==> src/rtl/julia_pixel_scheduler.sv <==
`default_nettype none
// ============================================================================
// Module   : julia_pixel_scheduler
// Purpose  : Raster-order pixel sequencer that seeds the Julia iteration core
//            and streams each pixel's iteration count downstream.
// Revision : 1.0
// ============================================================================
module julia_pixel_scheduler #(
  parameter  int INTEGER_BITS    = 8,
  parameter  int FRACTIONAL_BITS = 24,
  parameter  int MAX_ITER_WIDTH  = 16,
  parameter  int X_WIDTH         = 11,
  parameter  int Y_WIDTH         = 10,
  localparam int DATA_WIDTH      = INTEGER_BITS + FRACTIONAL_BITS
) (
  input  logic                      clk_i,
  input  logic                      rst_i,
  input  logic                      frame_start_i,
  input  logic [X_WIDTH-1:0]        width_i,
  input  logic [Y_WIDTH-1:0]        height_i,
  input  logic [DATA_WIDTH-1:0]     x_min_i,
  input  logic [DATA_WIDTH-1:0]     y_max_i,
  input  logic [DATA_WIDTH-1:0]     step_i,
  input  logic [DATA_WIDTH-1:0]     cx_i,
  input  logic [DATA_WIDTH-1:0]     cy_i,
  input  logic [MAX_ITER_WIDTH-1:0] max_iter_i,
  output logic                      core_start_o,
  output logic [DATA_WIDTH-1:0]     core_zx_o,
  output logic [DATA_WIDTH-1:0]     core_zy_o,
  output logic [DATA_WIDTH-1:0]     core_cx_o,
  output logic [DATA_WIDTH-1:0]     core_cy_o,
  output logic [MAX_ITER_WIDTH-1:0] core_max_iter_o,
  input  logic [MAX_ITER_WIDTH-1:0] core_iter_i,
  input  logic                      core_done_i,
  output logic                      pix_valid_o,
  input  logic                      pix_ready_i,
  output logic [MAX_ITER_WIDTH-1:0] pix_iter_o,
  output logic [X_WIDTH-1:0]        pix_x_o,
  output logic [Y_WIDTH-1:0]        pix_y_o,
  output logic                      pix_eol_o,
  output logic                      pix_last_o,
  output logic                      busy_o,
  output logic                      frame_done_o
);

  localparam logic [X_WIDTH-1:0] c_x_one = X_WIDTH'(1);
  localparam logic [Y_WIDTH-1:0] c_y_one = Y_WIDTH'(1);

  typedef enum logic [2:0] {
    S_IDLE  = 3'd0,
    S_ISSUE = 3'd1,
    S_WAIT  = 3'd2,
    S_HOLD  = 3'd3,
    S_DRAIN = 3'd4
  } state_t;

  state_t r_state;
  state_t w_state_next;

  logic [X_WIDTH-1:0]        r_width;
  logic [Y_WIDTH-1:0]        r_height;
  logic [DATA_WIDTH-1:0]     r_x_min;
  logic [DATA_WIDTH-1:0]     r_step;
  logic [DATA_WIDTH-1:0]     r_cx;
  logic [DATA_WIDTH-1:0]     r_cy;
  logic [MAX_ITER_WIDTH-1:0] r_max_iter;
  logic [X_WIDTH-1:0]        r_col;
  logic [Y_WIDTH-1:0]        r_row;
  logic [DATA_WIDTH-1:0]     r_zx_acc;
  logic [DATA_WIDTH-1:0]     r_zy_acc;

  logic                      r_pix_valid;
  logic [MAX_ITER_WIDTH-1:0] r_pix_iter;
  logic [X_WIDTH-1:0]        r_pix_x;
  logic [Y_WIDTH-1:0]        r_pix_y;
  logic                      r_pix_eol;
  logic                      r_pix_last;
  logic                      r_busy;
  logic                      r_frame_done;

  logic w_empty_frame;
  logic w_slot_free;
  logic w_eol;
  logic w_last;
  logic w_load_frame;
  logic w_capture;
  logic w_frame_end;

  assign w_empty_frame = (width_i == '0) || (height_i == '0);
  assign w_slot_free   = !r_pix_valid || pix_ready_i;
  assign w_eol         = (r_col == (r_width - c_x_one));
  assign w_last        = w_eol && (r_row == (r_height - c_y_one));

  always_ff @(posedge clk_i) begin
    if (rst_i) begin
      r_state <= S_IDLE;
    end else begin
      r_state <= w_state_next;
    end
  end

  always_comb begin
    w_state_next = r_state;
    w_load_frame = 1'b0;
    w_capture    = 1'b0;
    w_frame_end  = 1'b0;
    case (r_state)
      S_IDLE: begin
        if (frame_start_i) begin
          w_load_frame = 1'b1;
          if (!w_empty_frame) begin
            w_state_next = S_ISSUE;
          end
        end
      end
      S_ISSUE: begin
        w_state_next = S_WAIT;
      end
      S_WAIT: begin
        // done is trustworthy here: the core drops it on the edge that saw start
        if (core_done_i) begin
          if (w_slot_free) begin
            w_capture = 1'b1;
          end else begin
            w_state_next = S_HOLD;
          end
        end
      end
      S_HOLD: begin
        if (w_slot_free) begin
          w_capture = 1'b1;
        end
      end
      S_DRAIN: begin
        if (r_pix_valid && pix_ready_i) begin
          w_frame_end  = 1'b1;
          w_state_next = S_IDLE;
        end
      end
      default: begin
        w_state_next = S_IDLE;
      end
    endcase
    if (w_capture) begin
      w_state_next = w_last ? S_DRAIN : S_ISSUE;
    end
  end

  always_ff @(posedge clk_i) begin
    if (rst_i) begin
      r_width      <= '0;
      r_height     <= '0;
      r_x_min      <= '0;
      r_step       <= '0;
      r_cx         <= '0;
      r_cy         <= '0;
      r_max_iter   <= '0;
      r_col        <= '0;
      r_row        <= '0;
      r_zx_acc     <= '0;
      r_zy_acc     <= '0;
      r_pix_valid  <= 1'b0;
      r_pix_iter   <= '0;
      r_pix_x      <= '0;
      r_pix_y      <= '0;
      r_pix_eol    <= 1'b0;
      r_pix_last   <= 1'b0;
      r_busy       <= 1'b0;
      r_frame_done <= 1'b0;
    end else begin
      r_frame_done <= 1'b0;
      // An empty frame raises busy for one cycle alongside its done pulse
      if (r_state == S_IDLE && !w_load_frame) begin
        r_busy <= 1'b0;
      end
      if (w_load_frame) begin
        r_width      <= width_i;
        r_height     <= height_i;
        r_x_min      <= x_min_i;
        r_step       <= step_i;
        r_cx         <= cx_i;
        r_cy         <= cy_i;
        r_max_iter   <= max_iter_i;
        r_col        <= '0;
        r_row        <= '0;
        r_zx_acc     <= x_min_i;
        r_zy_acc     <= y_max_i;
        r_busy       <= 1'b1;
        r_frame_done <= w_empty_frame;
      end
      if (w_capture) begin
        r_pix_valid <= 1'b1;
        r_pix_iter  <= core_iter_i;
        r_pix_x     <= r_col;
        r_pix_y     <= r_row;
        r_pix_eol   <= w_eol;
        r_pix_last  <= w_last;
        if (w_eol) begin
          r_col    <= '0;
          r_zx_acc <= r_x_min;
          r_row    <= r_row + c_y_one;
          r_zy_acc <= r_zy_acc - r_step;
        end else begin
          r_col    <= r_col + c_x_one;
          r_zx_acc <= r_zx_acc + r_step;
        end
      end else if (pix_ready_i) begin
        r_pix_valid <= 1'b0;
      end
      if (w_frame_end) begin
        r_frame_done <= 1'b1;
        r_busy       <= 1'b0;
      end
    end
  end

  // The accumulators only move on capture, so they double as the core's z inputs
  assign core_start_o    = (r_state == S_ISSUE);
  assign core_zx_o       = r_zx_acc;
  assign core_zy_o       = r_zy_acc;
  assign core_cx_o       = r_cx;
  assign core_cy_o       = r_cy;
  assign core_max_iter_o = r_max_iter;
  assign pix_valid_o     = r_pix_valid;
  assign pix_iter_o      = r_pix_iter;
  assign pix_x_o         = r_pix_x;
  assign pix_y_o         = r_pix_y;
  assign pix_eol_o       = r_pix_eol;
  assign pix_last_o      = r_pix_last;
  assign busy_o          = r_busy;
  assign frame_done_o    = r_frame_done;

endmodule
`default_nettype wire

==> config.mk <==
export PLATFORM = sky130hd
export DESIGN_NAME = julia_pixel_scheduler
export DESIGN_NICKNAME = d
export VERILOG_FILES = /design/src/rtl/julia_pixel_scheduler.sv
export SDC_FILE = /design/constraint.sdc
export NUM_CORES = 1
export LEC_CHECK = 0
export CORE_ASPECT_RATIO = 1.25
export CORE_MARGIN = 5
export CORE_UTILIZATION = 50
export CTS_BUF_LIST = sky130_fd_sc_hd__clkbuf_2 sky130_fd_sc_hd__clkbuf_4 sky130_fd_sc_hd__clkbuf_8
export DETAILED_ROUTE_END_ITERATION = 16
export MAX_ROUTING_LAYER = met4
export PLACE_DENSITY = 0.91
export SYNTH_ARGS = -nofsm -noshare
export SYNTH_HDL_FRONTEND = slang
export SYNTH_SLANG_ARGS = --single-unit
==> constraint.sdc <==
create_clock -name clk_i -period 3.6 [get_ports clk_i]
set_input_delay 0.54 -clock clk_i [delete_from_list [all_inputs] [get_ports clk_i]]
set_output_delay 0.54 -clock clk_i [all_outputs]
set_load 0.02 [all_outputs]
==> results.sh, run 1 <==
export IMPL_layout_filler_cells=2422
export IMPL_cells_resized_by_post_cts_repair=0
export IMPL_synth_largest_type_area_fraction_pct=39.15
export IMPL_synth_area_um2=15090
export IMPL_syn_nets=2274
export IMPL_ctsLongestPathBuffers=3
export IMPL_cts_repair_timing_setup_buffer_count=0
export IMPL_postRouteAntennaNets=0
export IMPL_finalWirelength_um=50810
export IMPL_synth_cells=1988
export IMPL_htree_num_levels=2
export IMPL_grt_antenna_before_repair=2
export IMPL_design_final_nets=2623
export IMPL_stdcell_area_um2=20460
export IMPL_fraction_of_layout_instances_using_a_drive_strength_above_1_pct=5.607
export IMPL_clock_root_buffer="sky130_fd_sc_hd__clkbuf_8"
export IMPL_dr_first_iter_drc_count=1281
export IMPL_clock_insertion_delay_worst_skew_ns=0.58
export IMPL_clock_fmax_mhz=311.5
export IMPL_flow_area_growth_from_synthesis_pct=35.65
export IMPL_via_count=15800
export IMPL_overflow_left_after_global_routing=0
export IMPL_r2r_setup_slack_ns=0.39
export IMPL_slew_limit_headroom_pct=23.82
export IMPL_cp_required_ns=4.07
export IMPL_start_util_pct=50.39
export IMPL_cts_buffers_inserted=47
export IMPL_grt_start_max_net_pins=163
export IMPL_report_power_total_mw=9.387
export IMPL_placed_area_um2=19420
export IMPL_worst_ir_drop_vdd_mv=0.2567
export IMPL_full_die_area_um2=33770
export IMPL_final_critical_path_setup_slack_ns=0.3902
export IMPL_vias_per_cell=5.692
export IMPL_tritoncts="built"
export IMPL_synth_seq_cells=295
export IMPL_worst_setup_hold_path_clk_slew_ns=0.07
export IMPL_timing_critical_path_to_type="register"
export IMPL_worst_endpoint_arrival_ns=3.68
export IMPL_holdCritPathClass="reg2reg"
export IMPL_yosysWarnings=0
export IMPL_ctsHoldBuffers=0
export IMPL_dominantRegCellSynth="sky130_fd_sc_hd__dfxtp_1"
export IMPL_first_global_vias=15460
export IMPL_grt_first_pass_wirelength_um=78420
export IMPL_floorplan_die_width_um=165.4
export IMPL_status="finished, final reports clean"
export IMPL_placementRows=71
export IMPL_timing_critical_path_from_type="register"
export IMPL_cts_sink_count=295
export IMPL_die_height_um=204.2
export IMPL_io_pin_count=405
export IMPL_route_met3_wl_um=3491
export IMPL_synth_top_area_cell="sky130_fd_sc_hd__dfxtp_1"
export IMPL_wl_per_cell_um=18.31
export IMPL_core_um2=29940
export IMPL_grt_usage_pct=29.44
export IMPL_report_final_slew_viol_count=0
export IMPL_hold_viol=0
export IMPL_proportion_of_synthesized_chip_area_in_sequential_cells_pct=39.15
export IMPL_synth_edff_count=0
export IMPL_timing_final_setup_violations=0
export IMPL_synthTopCellsByArea="sky130_fd_sc_hd__dfxtp_1 39%, sky130_fd_sc_hd__nand2_1 14%, sky130_fd_sc_hd__a21oi_1 11%"
export IMPL_dr_max_layer_used="met4"
export IMPL_crit_fanout=20
export IMPL_async_reset_ff_share_pct=0
export IMPL_ratio_of_total_power_to_cell_area_nw_per_um2=458.7
export IMPL_finish_utilization_pct=68.35
export IMPL_place_gp_congestion=0.9210
export IMPL_final_period_utilization_pct=89.16
export IMPL_drc_errors=0
export IMPL_drt_first_pass_iters=5
export IMPL_setup_tns_ns=0
export IMPL_count_of_different_cell_masters_after_synthesis=66
export IMPL_met2_layer_wire_length_in_the_routed_design_um=25300
export IMPL_cap_violations=0
export IMPL_grt_setup_unrepaired="false"
export IMPL_detailedPlacementHpwl_um=37300
export IMPL_wirelength_met1_um=19010
export IMPL_place_ws_ns=0.4687
export IMPL_total_leakage_power_nw=7.995
export IMPL_clock_skew_ns=0.02888
export IMPL_max_slew_worst_pin_slew_ns=1.143
export IMPL_avgSynthCellArea_um2=7.588
export IMPL_portBuffers=404
export IMPL_crit_type="reg2reg"
export IMPL_min_clock_period_post_route_ns=3.210
flip-flops by register name, summed over array words and instances (netlist names), 11 cells and up:
register / cells
core_cx_o: 32
core_cy_o: 32
core_max_iter_o: 16
core_zx_o: 32
core_zy_o: 32
pix_iter_o: 16
pix_x_o: 11
r_col: 11
r_step: 32
r_width: 11
r_x_min: 32
placed cells by master (no fill, tap or decap), types with 6 or more instances in the layout:
master,instances
sky130_fd_sc_hd__o21ai_0,40
sky130_fd_sc_hd__xor2_1,33
sky130_fd_sc_hd__nand3b_1,9
sky130_fd_sc_hd__a31o_2,9
sky130_fd_sc_hd__a21o_1,36
sky130_fd_sc_hd__buf_12,7
sky130_fd_sc_hd__nand3_1,29
sky130_fd_sc_hd__o21bai_1,11
sky130_fd_sc_hd__nand2_1,543
sky130_fd_sc_hd__and3_1,30
sky130_fd_sc_hd__o211ai_1,6
sky130_fd_sc_hd__a21oi_1,330
sky130_fd_sc_hd__nand2b_1,12
sky130_fd_sc_hd__nand4_1,9
sky130_fd_sc_hd__a31oi_1,15
sky130_fd_sc_hd__inv_1,54
sky130_fd_sc_hd__a311oi_1,27
sky130_fd_sc_hd__o21a_1,12
sky130_fd_sc_hd__nor4_1,9
sky130_fd_sc_hd__dfxtp_1,295
sky130_fd_sc_hd__xnor2_1,42
sky130_fd_sc_hd__or3_1,7
sky130_fd_sc_hd__clkbuf_4,13
sky130_fd_sc_hd__clkdlybuf4s50_1,403
sky130_fd_sc_hd__nor3_1,22
sky130_fd_sc_hd__ha_1,66
sky130_fd_sc_hd__mux2i_1,10
sky130_fd_sc_hd__buf_4,12
sky130_fd_sc_hd__a211oi_1,39
sky130_fd_sc_hd__clkbuf_8,64
sky130_fd_sc_hd__nor2b_1,13
sky130_fd_sc_hd__nor2_1,74
report_power, final:
group | internal, mW | switching (mW) | leakage, nW
combinational | 1.16 | 1.43 | 5.03
sequential | 3.49 | 0.209 | 2.41
clock | 1.77 | 1.32 | 0.551
total | 6.42 | 2.97 | 8.00
stage by stage:
step	hold slack (ns)	cells
2_1_floorplan	0.4329	1988
3_3_place_gp	0.4407	2689
3_5_place_dp	0.4453	2689
4_1_cts	0.4535	2773
5_1_grt	0.4725	2775
6_report	0.4533	2775
path summary, 6_finish.rpt:
path,from,to,depth (start not counted)
max,r_width[0],r_col[9],11
min,core_cx_o[24],core_cx_o[24],2
max reg2reg,r_width[0],r_col[9],11
min reg2reg,core_cx_o[24],core_cx_o[24],2
synthesized netlist by cell type, types with 3 or more instances:
| cell | n |
|---|---|
| sky130_fd_sc_hd__nand2_1 | 543 |
| sky130_fd_sc_hd__a21oi_1 | 330 |
| sky130_fd_sc_hd__dfxtp_1 | 295 |
| sky130_fd_sc_hd__clkbuf_1 | 99 |
| sky130_fd_sc_hd__nor2_1 | 74 |
| sky130_fd_sc_hd__ha_1 | 66 |
| sky130_fd_sc_hd__inv_1 | 54 |
| sky130_fd_sc_hd__xnor2_1 | 42 |
| sky130_fd_sc_hd__o21ai_0 | 40 |
| sky130_fd_sc_hd__a211oi_1 | 39 |
| sky130_fd_sc_hd__a21o_1 | 36 |
| sky130_fd_sc_hd__xor2_1 | 33 |
| sky130_fd_sc_hd__and3_1 | 30 |
| sky130_fd_sc_hd__nand3_1 | 30 |
| sky130_fd_sc_hd__a311oi_1 | 27 |
| sky130_fd_sc_hd__nor3_1 | 22 |
| sky130_fd_sc_hd__a31oi_1 | 15 |
| sky130_fd_sc_hd__buf_1 | 13 |
| sky130_fd_sc_hd__nor2b_1 | 13 |
| sky130_fd_sc_hd__nand2b_1 | 12 |
| sky130_fd_sc_hd__o21a_1 | 12 |
| sky130_fd_sc_hd__o21bai_1 | 11 |
| sky130_fd_sc_hd__mux2i_1 | 10 |
| sky130_fd_sc_hd__a31o_2 | 9 |
| sky130_fd_sc_hd__nand3b_1 | 9 |
| sky130_fd_sc_hd__nand4_1 | 9 |
| sky130_fd_sc_hd__nor4_1 | 9 |
| sky130_fd_sc_hd__buf_2 | 8 |
| sky130_fd_sc_hd__or3_1 | 7 |
| sky130_fd_sc_hd__o211ai_1 | 6 |
| sky130_fd_sc_hd__a211o_1 | 5 |
| sky130_fd_sc_hd__and2_1 | 5 |
| sky130_fd_sc_hd__nor3b_1 | 5 |
| sky130_fd_sc_hd__o311a_1 | 5 |
| sky130_fd_sc_hd__or2_2 | 5 |
| sky130_fd_sc_hd__mux2_2 | 4 |
| sky130_fd_sc_hd__o31ai_1 | 4 |
| sky130_fd_sc_hd__o41ai_1 | 4 |
| sky130_fd_sc_hd__or4_1 | 4 |
| sky130_fd_sc_hd__a2111oi_0 | 3 |
| sky130_fd_sc_hd__a311o_1 | 3 |
| sky130_fd_sc_hd__o21ai_1 | 3 |
worst max-delay path, cell delays in order, from the launching register on:
cell	delay, ns
sky130_fd_sc_hd__dfxtp_1	0.34
sky130_fd_sc_hd__inv_1	0.06
sky130_fd_sc_hd__ha_1	0.19
sky130_fd_sc_hd__nor3b_2	0.34
sky130_fd_sc_hd__nand2_1	0.19
sky130_fd_sc_hd__a21o_1	0.19
sky130_fd_sc_hd__a311oi_1	0.27
sky130_fd_sc_hd__o21ai_1	0.14
sky130_fd_sc_hd__and2_2	0.35
sky130_fd_sc_hd__nor2_2	0.54
sky130_fd_sc_hd__a41oi_1	0.20
sky130_fd_sc_hd__a311oi_1	0.28
kinds of logic after synthesis:
group,after synthesis,synth area share [%]
AO/OA/AOI/OAI,570,22.72
buffers and inverters,177,4.570
multiplexers,14,0.9621
AND/OR/NAND/NOR,789,22.51
XOR/XNOR,75,4.354
flip-flops,295,39.15
adder cells (fa/ha/maj),68,5.739
per-layer routing:
layer | track usage, % | vias up
met3 | 5.043 | 183
li1 | - | 7592
met1 | 33.05 | 7342
met5 | - | -
met2 | 49.50 | 679
met4 | 16.21 | 0
final cells by class:
cell class	instances	area, µm²	share of cell area (%)
multi-input combinational	1516	8534	41.71
clock inverter	8	71.32	0.3485
tap	401	501.7	2.452
clock buffer	76	964.7	4.714
antenna	2	5.005	0.02446
sequential	295	5906	28.86
timing repair buffer	423	4278	20.90
inverter	54	202.7	0.9905
Note: power is estimated with default switching activity, not from simulation.
==> run 2, diff against run 1 <==
--- a/config.mk
+++ b/config.mk
@@ -7,11 +7,12 @@
 export LEC_CHECK = 0
 export CORE_ASPECT_RATIO = 1.25
 export CORE_MARGIN = 5
-export CORE_UTILIZATION = 50
-export CTS_BUF_LIST = sky130_fd_sc_hd__clkbuf_2 sky130_fd_sc_hd__clkbuf_4 sky130_fd_sc_hd__clkbuf_8
+export CORE_UTILIZATION = 51
+export CTS_BUF_LIST = sky130_fd_sc_hd__clkbuf_4
 export DETAILED_ROUTE_END_ITERATION = 16
 export MAX_ROUTING_LAYER = met4
-export PLACE_DENSITY = 0.91
+export PLACE_DENSITY = 0.93
+export SETUP_SLACK_MARGIN = 0.4
 export SYNTH_ARGS = -nofsm -noshare
 export SYNTH_HDL_FRONTEND = slang
 export SYNTH_SLANG_ARGS = --single-unit
==> results.sh, run 2 (synthesized netlist as in run 1, its figures left out) <==
export IMPL_cp_required_ns=4.11
export IMPL_first_global_vias=15840
export IMPL_drt_first_pass_iters=5
export IMPL_ctsLongestPathBuffers=3
export IMPL_crit_type="reg2reg"
export IMPL_vias_per_cell=5.654
export IMPL_critical_path_slowest_cell="sky130_fd_sc_hd__or4_1"
export IMPL_layout_area_seq_um2=5906
export IMPL_layout_filler_cells=2349
export IMPL_fin_worst_hold_slack_ns=0.3884
export IMPL_grt_first_pass_wirelength_um=79360
export IMPL_htree_num_levels=3
export IMPL_layout_common_cells="543 x sky130_fd_sc_hd__nand2_1, 403 x sky130_fd_sc_hd__clkdlybuf4s50_1, 329 x sky130_fd_sc_hd__a21oi_1, 295 x sky130_fd_sc_hd__dfxtp_1, 110 x sky130_fd_sc_hd__clkbuf_4"
export IMPL_total_leakage_power_nw=7.986
export IMPL_portBuffers=404
export IMPL_full_die_area_um2=33140
export IMPL_grt_start_max_net_pins=149
export IMPL_tritoncts="built"
export IMPL_clock_skew_ns=0.03851
export IMPL_final_period_utilization_pct=84.36
export IMPL_drc_errors=0
export IMPL_grt_usage_pct=30.09
export IMPL_place_gp_congestion=0.9730
export IMPL_cts_sink_count=295
export IMPL_worst_setup_hold_path_clk_slew_ns=0.07
export IMPL_report_final_slew_viol_count=0
export IMPL_io_pin_count=405
export IMPL_layout_commonest_cell="sky130_fd_sc_hd__nand2_1"
export IMPL_overflow_left_after_global_routing=0
export IMPL_wl_per_cell_um=18.01
export IMPL_holdCritPathClass="in2reg"
export IMPL_finalWirelength_um=50650
export IMPL_timing_critical_path_from_type="register"
export IMPL_worst_ir_drop_vdd_mv=0.2574
export IMPL_floorplan_die_width_um=163.8
export IMPL_timing_critical_path_to_type="register"
export IMPL_die_height_um=202.3
export IMPL_grt_setup_unrepaired="true"
export IMPL_footprint_of_the_multi_input_gates_um2=8561
export IMPL_clock_fmax_mhz=329.3
export IMPL_cap_violations=0
export IMPL_dr_first_iter_drc_count=1149
export IMPL_highest_cell_delay_on_the_worst_timing_path_ns=0.53
export IMPL_core_um2=29250
export IMPL_worst_path_cell_trace="inv_1, ha_1, nor3b_2, nand2_1, or4_1, o21ai_1, and2_4, buf_12, nor2_1, a211oi_1, a311oi_1"
export IMPL_postRouteAntennaNets=0
export IMPL_clock_root_buffer="sky130_fd_sc_hd__clkbuf_4"
export IMPL_cts_repair_timing_setup_buffer_count=0
export IMPL_start_util_pct=51.57
export IMPL_hold_viol=0
export IMPL_max_slew_worst_pin_slew_ns=1.045
export IMPL_detailedPlacementHpwl_um=36830
export IMPL_crit_fanout=31
export IMPL_grt_antenna_before_repair=2
export IMPL_status="finished, final reports clean"
export IMPL_worst_endpoint_arrival_ns=3.55
export IMPL_ratio_of_total_power_to_cell_area_nw_per_um2=445.2
export IMPL_min_clock_period_post_route_ns=3.037
export IMPL_timing_final_setup_violations=0
export IMPL_flow_area_growth_from_synthesis_pct=34.67
export IMPL_setup_tns_ns=0
export IMPL_clock_insertion_delay_worst_skew_ns=0.69
export IMPL_via_count=15900
export IMPL_ctsHoldBuffers=0
export IMPL_fraction_of_layout_instances_using_a_drive_strength_above_1_pct=6.998
export IMPL_cts_buffers_inserted=77
export IMPL_placementRows=70
export IMPL_slew_limit_headroom_pct=30.30
export IMPL_design_final_nets=2655
==> run 2: metrics by stage <==
step           utilization (%)  total power [mW]  setup slack, ns  area, µm²  instances
6_report                 69.45             9.044           0.5632      20320       2813
5_1_grt                  69.45             9.544           0.3816      20320       2813
4_1_cts                  69.35             9.069           0.4073      20290       2811
3_5_place_dp             66.30             6.311           0.4027      19390       2686
3_3_place_gp             66.30             6.248           0.5413      19390       2686
2_1_floorplan                -             5.312           0.7820      15090       1988
==> run 2: path summary, 6_finish.rpt <==
check	slack (ns)	cells after the start	start	to
min	0.39	3	core_iter_i[1]	pix_iter_o[1]
max	0.56	11	r_width[0]	core_zx_o[12]
max reg2reg	0.56	11	r_width[0]	core_zx_o[12]
min reg2reg	0.45	2	core_cx_o[7]	core_cx_o[7]
==> run 2: routing by layer <==
metal  track usage (%)  up-vias  part of all wire [%]
met5                 -        -                     0
met4             17.98        0                   5.7
met2             49.90      653                    50
met3             7.057      191                   7.0
met1             32.56     7384                    38
li1                  -     7676                     -
==> run 2: area by class of cell <==
class,instances,share of cell area (%)
Timing Repair Buffer,425,20.96
Inverter,54,0.9977
Clock inverter,15,0.3018
Multi-Input combinational cell,1516,42.14
Tap cell,396,2.439
Sequential cell,295,29.07
Antenna cell,2,0.02464
Clock buffer,110,4.065
==> run 2: timing repair <==
item                       4_1_cts  5_1_grt
setup endpoints to repair        1       37
resized for setup                1        7
pin swaps                        0        0
hold endpoints to repair         0        0
==> run 2: worst max-delay path: cells and delay by family, from the launching register on <==
kind / cells / cell delay [ns]
compound gates: 3 / 0.45
fa+ha+maj: 1 / 0.21
buf+inv: 2 / 0.31
flops: 1 / 0.34
simple gates: 5 / 1.54
==> run 2: power breakdown <==
part | internal, mW | total [mW] | leakage [nW] | switching [mW]
sequential | 3.49 | 3.70 | 2.41 | 0.209
combinational | 1.16 | 2.60 | 5.04 | 1.44
clock | 1.39 | 2.74 | 0.536 | 1.35
total | 6.04 | 9.04 | 7.99 | 3.00
==> run 3, diff against run 2 <==
==> constraint.sdc (replaced) <==
create_clock -name clk_i -period 2.9 [get_ports clk_i]
set_input_delay 0.435 -clock clk_i [delete_from_list [all_inputs] [get_ports clk_i]]
set_output_delay 0.435 -clock clk_i [all_outputs]
set_load 0.02 [all_outputs]
==> results.sh, run 3 (synthesized netlist as in run 1, its figures left out) <==
export IMPL_status="finished, final reports clean"
export IMPL_crit_reg2reg_launch="r_width[3]"
export IMPL_grt_setup_unrepaired="true"
export IMPL_tritoncts="built"
export IMPL_place_ws_ns=0.05785
export IMPL_worst_setup_hold_path_clk_slew_ns=0.08
export IMPL_postRouteAntennaNets=0
export IMPL_power_share_sequential_pct=38.1
export IMPL_htree_num_levels=3
export IMPL_die_height_um=202.3
export IMPL_grt_first_pass_wirelength_um=86240
export IMPL_r2r_setup_slack_ns=0.11
export IMPL_power_share_combinational_pct=31.8
export IMPL_ctsLongestPathBuffers=3
export IMPL_timing_final_setup_violations=0
export IMPL_clock_fmax_mhz=358.8
export IMPL_cts_sink_count=295
export IMPL_layout_common_cells="540 x sky130_fd_sc_hd__nand2_1, 402 x sky130_fd_sc_hd__clkdlybuf4s50_1, 298 x sky130_fd_sc_hd__a21oi_1, 264 x sky130_fd_sc_hd__dfxtp_1, 102 x sky130_fd_sc_hd__clkbuf_4"
export IMPL_placementRows=70
export IMPL_grt_antenna_before_repair=3
export IMPL_power_report_internal_total_mw=7.999
export IMPL_timing_hold_worst_endpoint="core_cx_o[26]"
export IMPL_place_gp_congestion=0.9606
export IMPL_flow_area_growth_from_synthesis_pct=48.23
export IMPL_holdCritStartpoint="cx_i[26]"
export IMPL_core_um2=29250
export IMPL_min_clock_period_post_route_ns=2.787
export IMPL_finish_utilization_pct=76.44
export IMPL_cts_buffers_inserted=75
export IMPL_first_global_vias=16670
export IMPL_cap_violations=0
export IMPL_total_leakage_power_nw=8.713
export IMPL_ff2ff_path_depth=12
export IMPL_clock_skew_ns=0.09372
export IMPL_worst_ir_drop_vdd_mv=0.3744
export IMPL_ratio_of_total_power_to_cell_area_nw_per_um2=540.1
export IMPL_design_final_nets=2742
export IMPL_overflow_left_after_global_routing=0
export IMPL_wl_per_cell_um=19.90
export IMPL_cp_required_ns=3.44
export IMPL_clkPwrFrac_pct=30.1
export IMPL_final_critical_path_setup_slack_ns=0.1127
export IMPL_fraction_of_layout_instances_using_a_drive_strength_above_1_pct=16.85
export IMPL_placed_area_um2=19770
export IMPL_r2r_end="core_zx_o[10]"
export IMPL_crit_fanout=6
export IMPL_p_sw_mw=4.078
export IMPL_grt_usage_pct=32.96
export IMPL_swShare_pct=33.77
export IMPL_drc_errors=0
export IMPL_report_final_slew_viol_count=0
export IMPL_via_count=17200
export IMPL_drt_first_pass_iters=8
export IMPL_timing_critical_path_from_type="register"
export IMPL_start_util_pct=51.57
export IMPL_max_slew_worst_pin_slew_ns=0.7197
export IMPL_floorplan_die_width_um=163.8
export IMPL_final_period_utilization_pct=96.11
export IMPL_layout_commonest_cell="sky130_fd_sc_hd__nand2_1"
export IMPL_slew_limit_headroom_pct=51.39
export IMPL_clock_insertion_delay_worst_skew_ns=0.74
export IMPL_clock_root_buffer="sky130_fd_sc_hd__clkbuf_4"
export IMPL_dr_first_iter_drc_count=1724
export IMPL_vias_per_cell=5.921
export IMPL_full_die_area_um2=33140
export IMPL_min_delay_path_depth=3
export IMPL_finalWirelength_um=57780
export IMPL_grt_start_max_net_pins=95
export IMPL_detailedPlacementHpwl_um=38270
export IMPL_stdcell_area_um2=22360
export IMPL_io_pin_count=405
export IMPL_hold_viol=0
export IMPL_timing_critical_path_to_type="register"
export IMPL_holdCritPathClass="in2reg"
export IMPL_worst_endpoint_arrival_ns=3.33
export IMPL_setup_tns_ns=0
export IMPL_portBuffers=404
export IMPL_crit_type="reg2reg"
run 3: what timing repair did:
item,CTS,global route
gates resized for setup,142,83
endpoints found under the setup margin,88,90
cloned,7,4
setup buffers,37,17
hold buffers,0,0
pin swaps,77,39
run 3: worst max path at each step:
stage	slack [ns]	cells after the start	start	to
6_report	0.11	12	r_width[3]	core_zx_o[10]
5_1_grt	0.04	10	r_width[6]	core_zx_o[29]
4_1_cts	0.24	10	r_step[10]	core_zy_o[25]
3_5_place_dp	0.06	11	r_width[0]	r_col[4]
3_3_place_gp	0.14	11	r_width[0]	r_col[4]
2_1_floorplan	0.38	11	r_width[4]	core_zx_o[29]
run 3: power groups by stage:
stage | combinational, mW | clock [mW] | sequential [mW]
floorplan | 1.84 | 0 | 4.81
global placement | 3.22 | 0 | 4.65
detailed placement | 3.29 | 0 | 4.66
CTS | 3.55 | 3.68 | 4.58
global route | 4.11 | 3.92 | 4.63
finish | 3.84 | 3.63 | 4.60
run 3: layout make-up:
| class | count | area, µm² |
|---|---|---|
| clock inverter | 24 | 173.9 |
| tap | 396 | 495.5 |
| sequential | 295 | 5962 |
| inverter | 54 | 202.7 |
| fill | 1949 | 6892 |
| multi-input combinational | 1517 | 9395 |
| timing repair buffer | 513 | 5359 |
| antenna | 3 | 7.507 |
| clock buffer | 102 | 765.7 |
run 3: layer usage:
metal	GRT usage, %	share of wire [%]
met1	38.34	37
met2	53.47	49
met3	6.486	8.7
met4	17.68	5.8
met5	-	0
run 3: worst max-delay path: stages, from the launching register on:
cell and delay [ns]:
sky130_fd_sc_hd__dfxtp_4 0.35, sky130_fd_sc_hd__or3_4 0.41, sky130_fd_sc_hd__nor3_4 0.19, sky130_fd_sc_hd__xor2_1 0.10
sky130_fd_sc_hd__or4_1 0.49, sky130_fd_sc_hd__o21ai_2 0.11, sky130_fd_sc_hd__and2_4 0.25, sky130_fd_sc_hd__buf_6 0.15
sky130_fd_sc_hd__buf_12 0.11, sky130_fd_sc_hd__buf_16 0.12, sky130_fd_sc_hd__nor2_1 0.06, sky130_fd_sc_hd__a21oi_1 0.15
sky130_fd_sc_hd__a211oi_1 0.10
run 3: stage by stage:
stage	power, mW	hold slack (ns)	std cells
final	12.08	0.2676	2904
after global routing	12.66	0.2532	2904
after CTS	11.81	0.2339	2880
after detailed placement	7.957	0.4451	2710
after global placement	7.868	0.4398	2710
after floorplan	6.650	0.4329	1988
